===== src/rtl/div_unit_pkg.sv =====
// ============================================================================
// Module : div_unit_pkg
// Brief  : Shared RV32M divide opcodes and divider state encodings.
// Rev    : 1.0  initial release
// ============================================================================
`default_nettype none

package div_unit_pkg;

  localparam logic [2:0] F3_DIV  = 3'b100;
  localparam logic [2:0] F3_DIVU = 3'b101;
  localparam logic [2:0] F3_REM  = 3'b110;
  localparam logic [2:0] F3_REMU = 3'b111;

  typedef enum logic [1:0] {
    ST_IDLE = 2'b00,
    ST_CALC = 2'b01,
    ST_FIX  = 2'b10,
    ST_DONE = 2'b11
  } div_state_e;

endpackage

`default_nettype wire


===== src/rtl/div_unit.sv =====
// ============================================================================
// Module : div_unit
// Brief  : Multi-cycle radix-2 restoring divider for RV32M DIV/DIVU/REM/REMU.
// Rev    : 1.0  initial release
// ============================================================================
`default_nettype none

module div_unit
  import div_unit_pkg::*;
#(
  parameter int XLEN = 32
) (
  input  logic            clk,
  input  logic            rst,
  input  logic            start_i,
  input  logic [2:0]      funct3_i,
  input  logic [XLEN-1:0] dividend_i,
  input  logic [XLEN-1:0] divisor_i,
  input  logic [4:0]      rd_addr_i,
  input  logic            flush_i,
  output logic            busy_o,
  output logic            done_o,
  output logic [XLEN-1:0] result_o,
  output logic [4:0]      rd_addr_o
);

  div_state_e      r_state;
  logic [4:0]      r_cnt;
  logic [2:0]      r_funct3;
  logic [4:0]      r_rd_tag;
  logic            r_neg_q;
  logic            r_neg_r;
  logic [XLEN-1:0] r_rem;
  logic [XLEN-1:0] r_quo;
  logic [XLEN:0]   r_dvsr;
  logic [XLEN-1:0] r_result;
  logic [4:0]      r_rd_out;

  logic            w_start_signed;
  logic            w_start_rem;
  logic            w_dvnd_neg;
  logic            w_dvsr_neg;
  logic [XLEN:0]   w_dvnd_ext;
  logic [XLEN:0]   w_dvsr_ext;
  logic [XLEN:0]   w_dvnd_abs;
  logic [XLEN:0]   w_dvsr_abs;
  logic            w_div_zero;
  logic            w_ovf;
  logic            w_is_rem;
  logic [XLEN:0]   w_shift_rem;
  logic [XLEN+1:0] w_trial;
  logic            w_borrow;
  logic [XLEN:0]   w_next_rem;
  logic            w_unused;

  assign w_start_signed = (funct3_i == F3_DIV) || (funct3_i == F3_REM);
  assign w_start_rem    = (funct3_i == F3_REM) || (funct3_i == F3_REMU);
  assign w_dvnd_neg     = w_start_signed & dividend_i[XLEN-1];
  assign w_dvsr_neg     = w_start_signed & divisor_i[XLEN-1];

  // 33-bit magnitudes so that |0x80000000| stays representable
  assign w_dvnd_ext = {w_dvnd_neg, dividend_i};
  assign w_dvsr_ext = {w_dvsr_neg, divisor_i};
  assign w_dvnd_abs = w_dvnd_neg ? -w_dvnd_ext : w_dvnd_ext;
  assign w_dvsr_abs = w_dvsr_neg ? -w_dvsr_ext : w_dvsr_ext;

  assign w_div_zero = (divisor_i == '0);
  assign w_ovf      = w_start_signed && (dividend_i == {1'b1, {(XLEN-1){1'b0}}})
                      && (divisor_i == '1);
  assign w_is_rem   = (r_funct3 == F3_REM) || (r_funct3 == F3_REMU);

  // One restoring step: shift rem:quo left, trial-subtract, keep on no borrow
  assign w_shift_rem = {r_rem, r_quo[XLEN-1]};
  assign w_trial     = {1'b0, w_shift_rem} - {1'b0, r_dvsr};
  assign w_borrow    = w_trial[XLEN+1];
  assign w_next_rem  = w_borrow ? w_shift_rem : w_trial[XLEN:0];

  assign w_unused = &{1'b0, w_next_rem[XLEN], w_dvnd_abs[XLEN]};

  always_ff @(posedge clk) begin
    if (rst) begin
      r_state  <= ST_IDLE;
      r_cnt    <= '0;
      r_funct3 <= '0;
      r_rd_tag <= '0;
      r_neg_q  <= 1'b0;
      r_neg_r  <= 1'b0;
      r_rem    <= '0;
      r_quo    <= '0;
      r_dvsr   <= '0;
      r_result <= '0;
      r_rd_out <= '0;
    end else begin
      case (r_state)
        ST_IDLE: begin
          if (start_i && !flush_i) begin
            r_funct3 <= funct3_i;
            r_rd_tag <= rd_addr_i;
            r_neg_q  <= w_dvnd_neg ^ w_dvsr_neg;
            r_neg_r  <= w_dvnd_neg;
            r_rem    <= '0;
            r_quo    <= w_dvnd_abs[XLEN-1:0];
            r_dvsr   <= w_dvsr_abs;
            r_cnt    <= 5'd31;
            // Divide-by-zero takes precedence over signed overflow
            if (w_div_zero) begin
              r_result <= w_start_rem ? dividend_i : '1;
              r_rd_out <= rd_addr_i;
              r_state  <= ST_DONE;
            end else if (w_ovf) begin
              r_result <= w_start_rem ? '0 : dividend_i;
              r_rd_out <= rd_addr_i;
              r_state  <= ST_DONE;
            end else begin
              r_state  <= ST_CALC;
            end
          end
        end
        ST_CALC: begin
          if (flush_i) begin
            r_state <= ST_IDLE;
          end else begin
            r_rem <= w_next_rem[XLEN-1:0];
            r_quo <= {r_quo[XLEN-2:0], ~w_borrow};
            if (r_cnt == 5'd0) begin
              r_state <= ST_FIX;
            end else begin
              r_cnt <= r_cnt - 5'd1;
            end
          end
        end
        ST_FIX: begin
          if (flush_i) begin
            r_state <= ST_IDLE;
          end else begin
            if (w_is_rem) begin
              r_result <= r_neg_r ? -r_rem : r_rem;
            end else begin
              r_result <= r_neg_q ? -r_quo : r_quo;
            end
            r_rd_out <= r_rd_tag;
            r_state  <= ST_DONE;
          end
        end
        ST_DONE: r_state <= ST_IDLE;
        default: r_state <= ST_IDLE;
      endcase
    end
  end

  assign busy_o    = (r_state != ST_IDLE);
  assign done_o    = (r_state == ST_DONE);
  assign result_o  = r_result;
  assign rd_addr_o = r_rd_out;

endmodule

`default_nettype wire


===== config.mk =====
export PLATFORM = sky130hd
export DESIGN_NAME = div_unit
export DESIGN_NICKNAME = d
export VERILOG_FILES = /design/src/rtl/div_unit_pkg.sv /design/src/rtl/div_unit.sv
export SDC_FILE = /design/constraint.sdc
export NUM_CORES = 1
export LEC_CHECK = 0
export BUFFER_PORTS_ARGS = -buffer_cell sky130_fd_sc_hd__buf_4
export CAP_MARGIN = 5
export CORE_MARGIN = 2
export CORE_UTILIZATION = 47
export DETAILED_ROUTE_END_ITERATION = 10
export GPL_ROUTABILITY_DRIVEN = 0
export GPL_TIMING_DRIVEN = 0
export PLACE_DENSITY_LB_ADDON = 0.1
export SYNTH_ARGS = -nofsm -noshare
export SYNTH_HDL_FRONTEND = slang
export SYNTH_SLANG_ARGS = --single-unit

===== constraint.sdc =====
create_clock -name clk -period 3.5 [get_ports clk]
set_clock_uncertainty 0.15 [all_clocks]
set_input_delay 0.35 -clock clk [delete_from_list [all_inputs] [get_ports clk]]
set_output_delay 0.35 -clock clk [all_outputs]
set_load 0.05 [all_outputs]

==> results of run 1 <==
## sequential cells by signal (all words and copies together), names as in the netlist
| name | cells |
|---|---|
| r_rd_tag | 5 |
| r_rem | 32 |
| r_neg_q | 1 |
| result_o | 32 |
| r_neg_r | 1 |
| r_dvsr | 33 |
| r_state | 2 |
| rd_addr_o | 5 |
| r_quo | 32 |
| r_cnt | 5 |
| r_funct3 | 2 |
## routing by layer
metal	vias up	routed length, um
li1	5586	-
met1	5526	17600
met2	606	16700
met3	66	3630
met4	0	848
met5	-	0
## per-stage QoR
stage	std cells	utilization [%]	hold WS [ns]	area [sq um]
2_1_floorplan	1462	-	0.278	10800
3_3_place_gp	1860	53.2	0.292	12100
3_5_place_dp	1860	53.2	0.296	12100
4_1_cts	1891	56.2	0.0235	12700
5_1_grt	1890	56.3	0.0260	12700
6_report	1891	56.3	0.0279	12700
## cell usage after synthesis, drive strengths merged, types with 9 or more instances
library cell / n / area share, %
inv: 51 / 1.8
nor2: 198 / 6.9
nor3: 46 / 2.2
a21oi: 146 / 6.7
or3: 23 / 1.4
nand4: 17 / 1.0
o31ai: 24 / 1.7
ha: 40 / 4.6
nand3: 15 / 0.74
xor2: 72 / 5.8
dfxtp: 150 / 28
nand2: 135 / 4.7
a211oi: 58 / 4.2
buf: 15 / 0.91
a31oi: 9 / 0.52
o211ai: 15 / 1.1
nand2b: 9 / 0.52
clkbuf: 74 / 2.6
xnor2: 67 / 5.4
a32oi: 9 / 0.73
or4: 18 / 1.3
o21ai: 115 / 5.3
a311oi: 28 / 2.3
a21o: 10 / 0.69
o41ai: 17 / 1.5
nor2b: 10 / 0.58
nor4: 13 / 1.0
## cells by family (layout without fill, tap and decap cells)
family,Yosys count,in the layout,share of synthesized area (%)
other,0,1,0
AOI/OAI and AO/OA,474,474,28.2
and+or+nand+nor,510,510,22.1
buffers and inverters,140,283,5.24
muxes,8,8,0.750
DFF,150,150,27.7
xor gates and xnor gates,139,139,11.2
adders and majority gates,41,41,4.80
## cell usage in the layout, fill, tap and decap left out, types with 28 or more instances in the layout
master    netlist  routed
inv_1          51      51
buf_4           4     122
o21ai_0       112     112
ha_1           40      40
nand2_1       135     135
xor2_1         72      72
a211oi_1       55      54
xnor2_1        67      67
dfxtp_1       150     149
clkbuf_1       74      70
a311oi_1       28      28
a21oi_1       146     146
nor3_1         45      44
nor2_1        197     197
## area by class of cell
| type | instances | area (sq um) |
|---|---|---|
| antenna | 1 | 2.50 |
| buffer | 87 | 377 |
| clock buffer | 17 | 425 |
| clock inverter | 12 | 179 |
| fill | 2213 | 9900 |
| inverter | 51 | 191 |
| multi-input combinational | 1172 | 7340 |
| sequential | 150 | 3000 |
| tap | 285 | 357 |
| timing repair buffer | 116 | 871 |
## how the worst max path moves through the flow
stage | from | endpoint | slack, ns | cells after the start
2_1_floorplan | r_rem[5] | r_rem[21] | 0.50 | 12
3_3_place_gp | dividend_i[0] | result_o[15] | -0.56 | 12
3_5_place_dp | dividend_i[0] | result_o[15] | -0.56 | 12
4_1_cts | dividend_i[0] | result_o[15] | 0.03 | 12
5_1_grt | r_dvsr[6] | r_rem[8] | 0.005 | 12
6_report | dividend_i[0] | result_o[14] | 0.09 | 13
## power by group
| part | internal (W) | total, W | switching [W] |
|---|---|---|---|
| registers | 0.00179 | 0.00187 | 0.0000861 |
| logic | 0.000429 | 0.00117 | 0.000741 |
| clock network | 0.00118 | 0.00197 | 0.000783 |
## critical path, delay by kind of cell
kind            cells  cell delay [ns]
simple gates        6             1.75
compound gates      3             0.75
buf+inv             3             0.53
fa+ha+maj           1             0.22
## what timing repair did
action / 4_1_cts / 5_1_grt
endpoints found under the setup margin: 35 / 33
resized for setup: 10 / 11
gates cloned: 0 / 0
pin swaps: 2 / 2
buffers inserted: 2 / 1
==> summary.md, run 1 <==
| Metric | Value |
|---|---|
| Outcome | `finished clean` |
| Mapped Cells | `1462` |
| Number of global-route vias before repair | `10500` |
| TritonCTS clock tree | `done` |
| Global Route met3 Usage | `5.33%` |
| ANT nets after route | `0` |
| Flops & latches, synth | `150` |
| CP startpoint kind | `input port` |
| Slowest stage cell, crit path | `or4b_1` |
| # clock sinks | `150` |
| Max rail drop VDD | `0.000299 V` |
| Period utilisation layout | `97.5%` |
| Met2 Track Usage GR | `48.0%` |
| Sequential fraction of the synthesis area | `27.7%` |
| H-tree depth | `4` |
| Reg-to-reg slack, setup | `0.13 ns` |
| Pre-Repair DR Iteration Count | `5` |
| Initial core utilization | `47.9%` |
| TNS Setup | `0 ns` |
| Dominant synthesized flop cell | `dfxtp_1` |
| CORE AREA | `22600 sq um` |
| Met1 Use GR | `45.0%` |
| Clock latency on the worst-skew pair | `0.44 ns` |
| Io pins | `115` |
| Ys Warns | `0` |
| Leakage power | `4.84 nW` |
| Dpl hpwl | `30200 um` |
| Req. time, crit path | `3.71 ns` |
| DRC viols | `0` |
| Max Cap Violations | `0` |
| Die area | `24300 sq um` |
| Vias per cell | `6.23` |
| Worst Tran Pin Value | `1.23 ns` |
| Fmax | `0.293 GHz` |
| CTS buffer count | `17` |
| Routed vias | `11800` |
| Layout cells sized above 1 | `11.8%` |
| Minimum clock period | `3.41 ns` |
| Crit-path max FO | `10` |
| Worst reg2reg endpoint | `result_o[26]` |
| Total power | `0.00501 W` |
| GRT Max-Usage Layer | `met2` |
| Syn Std Cell Area | `10800 sq um` |
| Mean Syn Cell Area | `7.42 sq um` |
| CTS max path bufs | `2` |
| Worst-path cell chain | `buf_4, inv_1, ha_1, or4b_1, or3_4, nor3_4, nand3_2, nor4_4, o311ai_2, buf_6, a211oi_2, a21oi_1, nor2_1` |
| Setup crit end kind | `flip-flop` |
| FF-to-FF path depth | `10` |
| Hold Path Cell Cnt | `3` |
| CP arrival | `3.63 ns` |
| DR iter-0 viols | `1258` |
| First-pass GRT wire length | `59100 um` |
| Synth unique cells | `74` |
| Largest net degree at the start of global routing | `17` |
| # nets final | `1712` |
| Post-synth ARST share | `0%` |
| Post-DR wirelength/cell | `20.5 um` |
| Root Driver | `clkbuf_16` |
| Final setup margin | `0.0878 ns` |
| All-layer global routing usage | `31.3%` |
| Routed wire length | `38800 um` |
| Worst hold path startpoint | `rd_addr_i[1]` |
| Hold crit path type | `in2reg` |
| Slowest stage delay, CP | `0.46 ns` |
| Final Hold Fails | `0` |
| Net Count, Synth | `1579` |
| Clk slew on worst S/H paths | `0.06 ns` |
| Hold Path Sink | `r_rd_tag[1]` |
| Worst R2R Start | `r_quo[0]` |
| Unrepaired setup endpoints after global routing | `false` |
| Post-Place Worst Slack | `-0.555 ns` |
| Slew Limit Fails | `0` |
| Chip Width | `156 um` |
| DIE HEIGHT | `156 um` |
| Rel. slew slack | `17.8%` |
| PD cells | `393 nW/um^2` |
| Antenna violations before repair | `1` |
| # hold bufs at CTS | `0` |
| Rows | `55` |
| # setup viols final | `0` |
| Synth-to-Final Area Change | `17.5%` |
| Crit Path Class | `in2reg` |
| Post-synth EDFFs | `0` |
| Aggregate global routing overflow | `0` |
| Port bufs | `113` |
Power figures use the tool's default switching activity.
==> run 2, diff against run 1 <==
--- a/config.mk
+++ b/config.mk
@@ -5,13 +5,14 @@
 export SDC_FILE = /design/constraint.sdc
 export NUM_CORES = 1
 export LEC_CHECK = 0
+export ABC_AREA = 1
+export ABC_CLOCK_PERIOD_IN_PS = 3500
 export BUFFER_PORTS_ARGS = -buffer_cell sky130_fd_sc_hd__buf_4
 export CAP_MARGIN = 5
 export CORE_MARGIN = 2
 export CORE_UTILIZATION = 47
 export DETAILED_ROUTE_END_ITERATION = 10
 export GPL_ROUTABILITY_DRIVEN = 0
-export GPL_TIMING_DRIVEN = 0
 export PLACE_DENSITY_LB_ADDON = 0.1
 export SYNTH_ARGS = -nofsm -noshare
 export SYNTH_HDL_FRONTEND = slang
==> run 2 against run 1 <==
Sequential power rose by 4%. Synthesized area rose by 21%. Critical path type is now reg2reg. Register-to-register slack improved by 0.48 ns. Routed wire length rose by 25%. Worst setup slack improved by 0.53 ns. Sequential share of layout area fell by 3.2 points. Combinational power rose by 49%. Via count rose by 29%. Largest cell class unchanged. Flip-flop and latch count did not move.
==> summary.md, run 2 <==
| Metric | Value |
|---|---|
| Most common cell after layout, fill and taps aside | `nand2_1` |
| Crit-path max FO | `46 (+36)` |
| Initial core utilization | `47.4% (-0.55 points)` |
| Post-synth EDFFs | `0 (unchanged)` |
| Post-Place Worst Slack | `0.525 ns (+1.08 ns)` |
| Hold Path Sink | `r_rd_tag[0]` |
| Slew Limit Fails | `0 (unchanged)` |
| ANT nets after route | `0 (unchanged)` |
| Post-CTS Setup Repair Bufs | `0 (-2)` |
| Rel. slew slack | `36.1% (+18 points)` |
| Clk slew on worst S/H paths | `0.07 ns (about the same)` |
| Minimum clock period | `2.89 ns (-0.527 ns)` |
| Vias per cell | `5.58 (-10%)` |
| Chip Width | `171 um (+9.6%)` |
| Slowest stage cell, crit path | `dfxtp_1` |
| Unrepaired setup endpoints after global routing | `false` |
| Largest reg by FF count | `r_dvsr` |
| Reg-to-reg slack, setup | `0.61 ns (+0.48 ns)` |
| Max rail drop VDD | `0.000220 V (-27%)` |
| Antenna violations before repair | `0 (-1)` |
| Setup crit end kind | `flip-flop` |
| TNS Setup | `0 ns (unchanged)` |
| PD cells | `388 nW/um^2 (-1.2%)` |
| DRC viols | `0 (unchanged)` |
| Max Cap Violations | `0 (unchanged)` |
| Root Driver | `clkbuf_16` |
| # clock sinks | `150 (unchanged)` |
| Max FFs per register | `33 (unchanged)` |
| Largest cells by area after synthesis | `dfxtp_1 23%, nand2_1 17%, nand3_1 8.4%` |
| Top cells by count, synth | `586 x nand2_1, 283 x inv_1, 246 x nor2_1` |
| FF-to-FF path depth | `12 (+2)` |
| Clock latency on the worst-skew pair | `0.44 ns (about the same)` |
| Crit Path Class | `reg2reg` |
| # nets final | `2445 (+43%)` |
| Top-count cell post-synth | `nand2_1` |
| All-layer global routing usage | `33.2% (+1.9 points)` |
| Routed wire length | `48500 um (+25%)` |
| Worst-path cell chain | `ha_1, nand2_2, inv_1, a21oi_1, nand3_1, nand2_1, nand2_2, nand2_4, nand2_8, or2_2, nand3_1, a21oi_1` |
| Outcome | `finished clean` |
| Ys Warns | `0 (unchanged)` |
| Pre-Repair DR Iteration Count | `7 (+2)` |
| Synth unique cells | `55 (-26%)` |
| Mean Syn Cell Area | `5.78 sq um (-22%)` |
| # hold bufs at CTS | `0 (unchanged)` |
| Top cell type's share of synthesized area | `23.0% (-4.7 points)` |
| TritonCTS clock tree | `done` |
| Yosys top cell by area | `dfxtp_1` |
| Io pins | `115 (unchanged)` |
| Buffers & Inverters on Critical Path | `1 (-2)` |
| Aggregate global routing overflow | `0 (unchanged)` |
| H-tree depth | `4 (unchanged)` |
| Net Count, Synth | `2382 (+51%)` |
| Slowest stage delay, CP | `0.53 ns (+0.07 ns)` |
| Hold Path Cell Cnt | `3 (unchanged)` |
| Final Hold Fails | `0 (unchanged)` |
| Rows | `61 (+11%)` |
| Period utilisation layout | `82.4% (-15 points)` |
| Delay-heaviest family, CP | `simple AND/OR/NAND/NOR gates` |
| Mapped Cells | `2265 (+55%)` |
| Worst reg2reg endpoint | `r_rem[12]` |
| Hold crit path type | `in2reg` |
| CP startpoint kind | `flip-flop` |
| Die area | `29200 sq um (+20%)` |
| Largest net degree at the start of global routing | `78 (+61)` |
| Number of global-route vias before repair | `13300 (+27%)` |
| Flops & latches, synth | `150 (unchanged)` |
| CORE AREA | `27600 sq um (+22%)` |
| Worst Tran Pin Value | `0.958 ns (-0.273 ns)` |
| Req. time, crit path | `3.63 ns (-0.08 ns)` |
| CTS max path bufs | `2 (unchanged)` |
| Dpl hpwl | `37500 um (+24%)` |
| Highest-count cells in the layout ignoring fill and taps | `586 x nand2_1, 282 x inv_1, 243 x nor2_1, 218 x nand3_1, 201 x a21oi_1` |
| First-pass GRT wire length | `75100 um (+27%)` |
| Routed vias | `15200 (+29%)` |
| # setup viols final | `0 (unchanged)` |
| Worst R2R Start | `r_rem[7]` |
| CTS buffer count | `17 (unchanged)` |
| Layout cells sized above 1 | `9.40% (-2.4 points)` |
| Syn Std Cell Area | `13100 sq um (+21%)` |
| Post-DR wirelength/cell | `17.8 um (-13%)` |
| Post-synth ARST share | `0% (unchanged)` |
| Leakage power | `7.36 nW (+52%)` |
| DIE HEIGHT | `171 um (+9.6%)` |
| Worst hold path startpoint | `rd_addr_i[0]` |
| Port bufs | `114 (+0.88%)` |
| Final setup margin | `0.615 ns (+0.527 ns)` |
| DR iter-0 viols | `2094 (+66%)` |
| Sequential fraction of the synthesis area | `23.0% (-4.7 points)` |
| Fmax | `0.347 GHz (+18%)` |
| CP arrival | `3.01 ns (-0.62 ns)` |
| Dominant synthesized flop cell | `dfxtp_1` |
| Antenna diode count | `0 (-1)` |
| Synth-to-Final Area Change | `12.9%` |
| Post-cts resize count | `0 (-10)` |
[run 2: cells by family after synthesis]
family	synth area share (%)
AND/OR/NAND/NOR	37.2
XOR/XNOR	3.21
AO/OA/AOI/OAI	19.8
adder cells (fa/ha/maj)	5.05
buffers and inverters	11.7
flip-flops	23.0
[run 2: cell type report]
| cell class | count | area (sq um) |
|---|---|---|
| clock buffer | 17 | 425 |
| fill | 2974 | 12900 |
| clock inverter | 15 | 208 |
| inverter | 295 | 1110 |
| tap | 378 | 473 |
| multi-input combinational | 1732 | 8560 |
| sequential | 150 | 3000 |
| timing repair buffer | 132 | 991 |
[run 2: metrics by stage]
stage                     util, %  total power, W  instance area [sq um]  hold WS [ns]  cells
after global routing         53.5         0.00602                  14800        0.0243   2719
after global placement       51.2         0.00364                  14100         0.289   2687
after CTS                    53.5         0.00569                  14800        0.0205   2719
after floorplan                 -         0.00312                  13100         0.275   2265
after detailed placement     51.2         0.00366                  14100         0.295   2687
final                        53.5         0.00574                  14800        0.0196   2719
[run 2: power breakdown]
group / switching (W) / internal (W) / leakage (nW)
logic: 0.00120 / 0.000538 / 5.83
clock network: 0.000902 / 0.00116 / 0.304
registers: 0.000118 / 0.00182 / 1.22
total: 0.00222 / 0.00352 / 7.36
[run 2: how the worst max path moves through the flow]
stage                               from     endpoint  slack [ns]  cells after the start
after global placement    dividend_i[24]  result_o[3]        0.60                     13
final                           r_rem[7]    r_rem[12]        0.61                     12
after CTS                       r_rem[7]    r_rem[12]        0.62                     12
after global routing            r_rem[7]    r_rem[18]        0.42                     13
after detailed placement  dividend_i[25]  result_o[5]        0.53                     13
after floorplan                 r_rem[6]    r_rem[12]        1.32                     12
[run 2: metal layers]
layer	wire length [um]	GRT usage (%)
met1	22400	49.8
met2	20200	48.7
met3	4910	5.81
met4	994	8.47
met5	0	0
[run 2: tightest hold or removal path: cells and delay by family]
| family | cells | cell delay, ns |
|---|---|---|
| compound gates | 1 | 0.07 |
| buf+inv | 1 | 0.08 |
| simple gates | 1 | 0.08 |
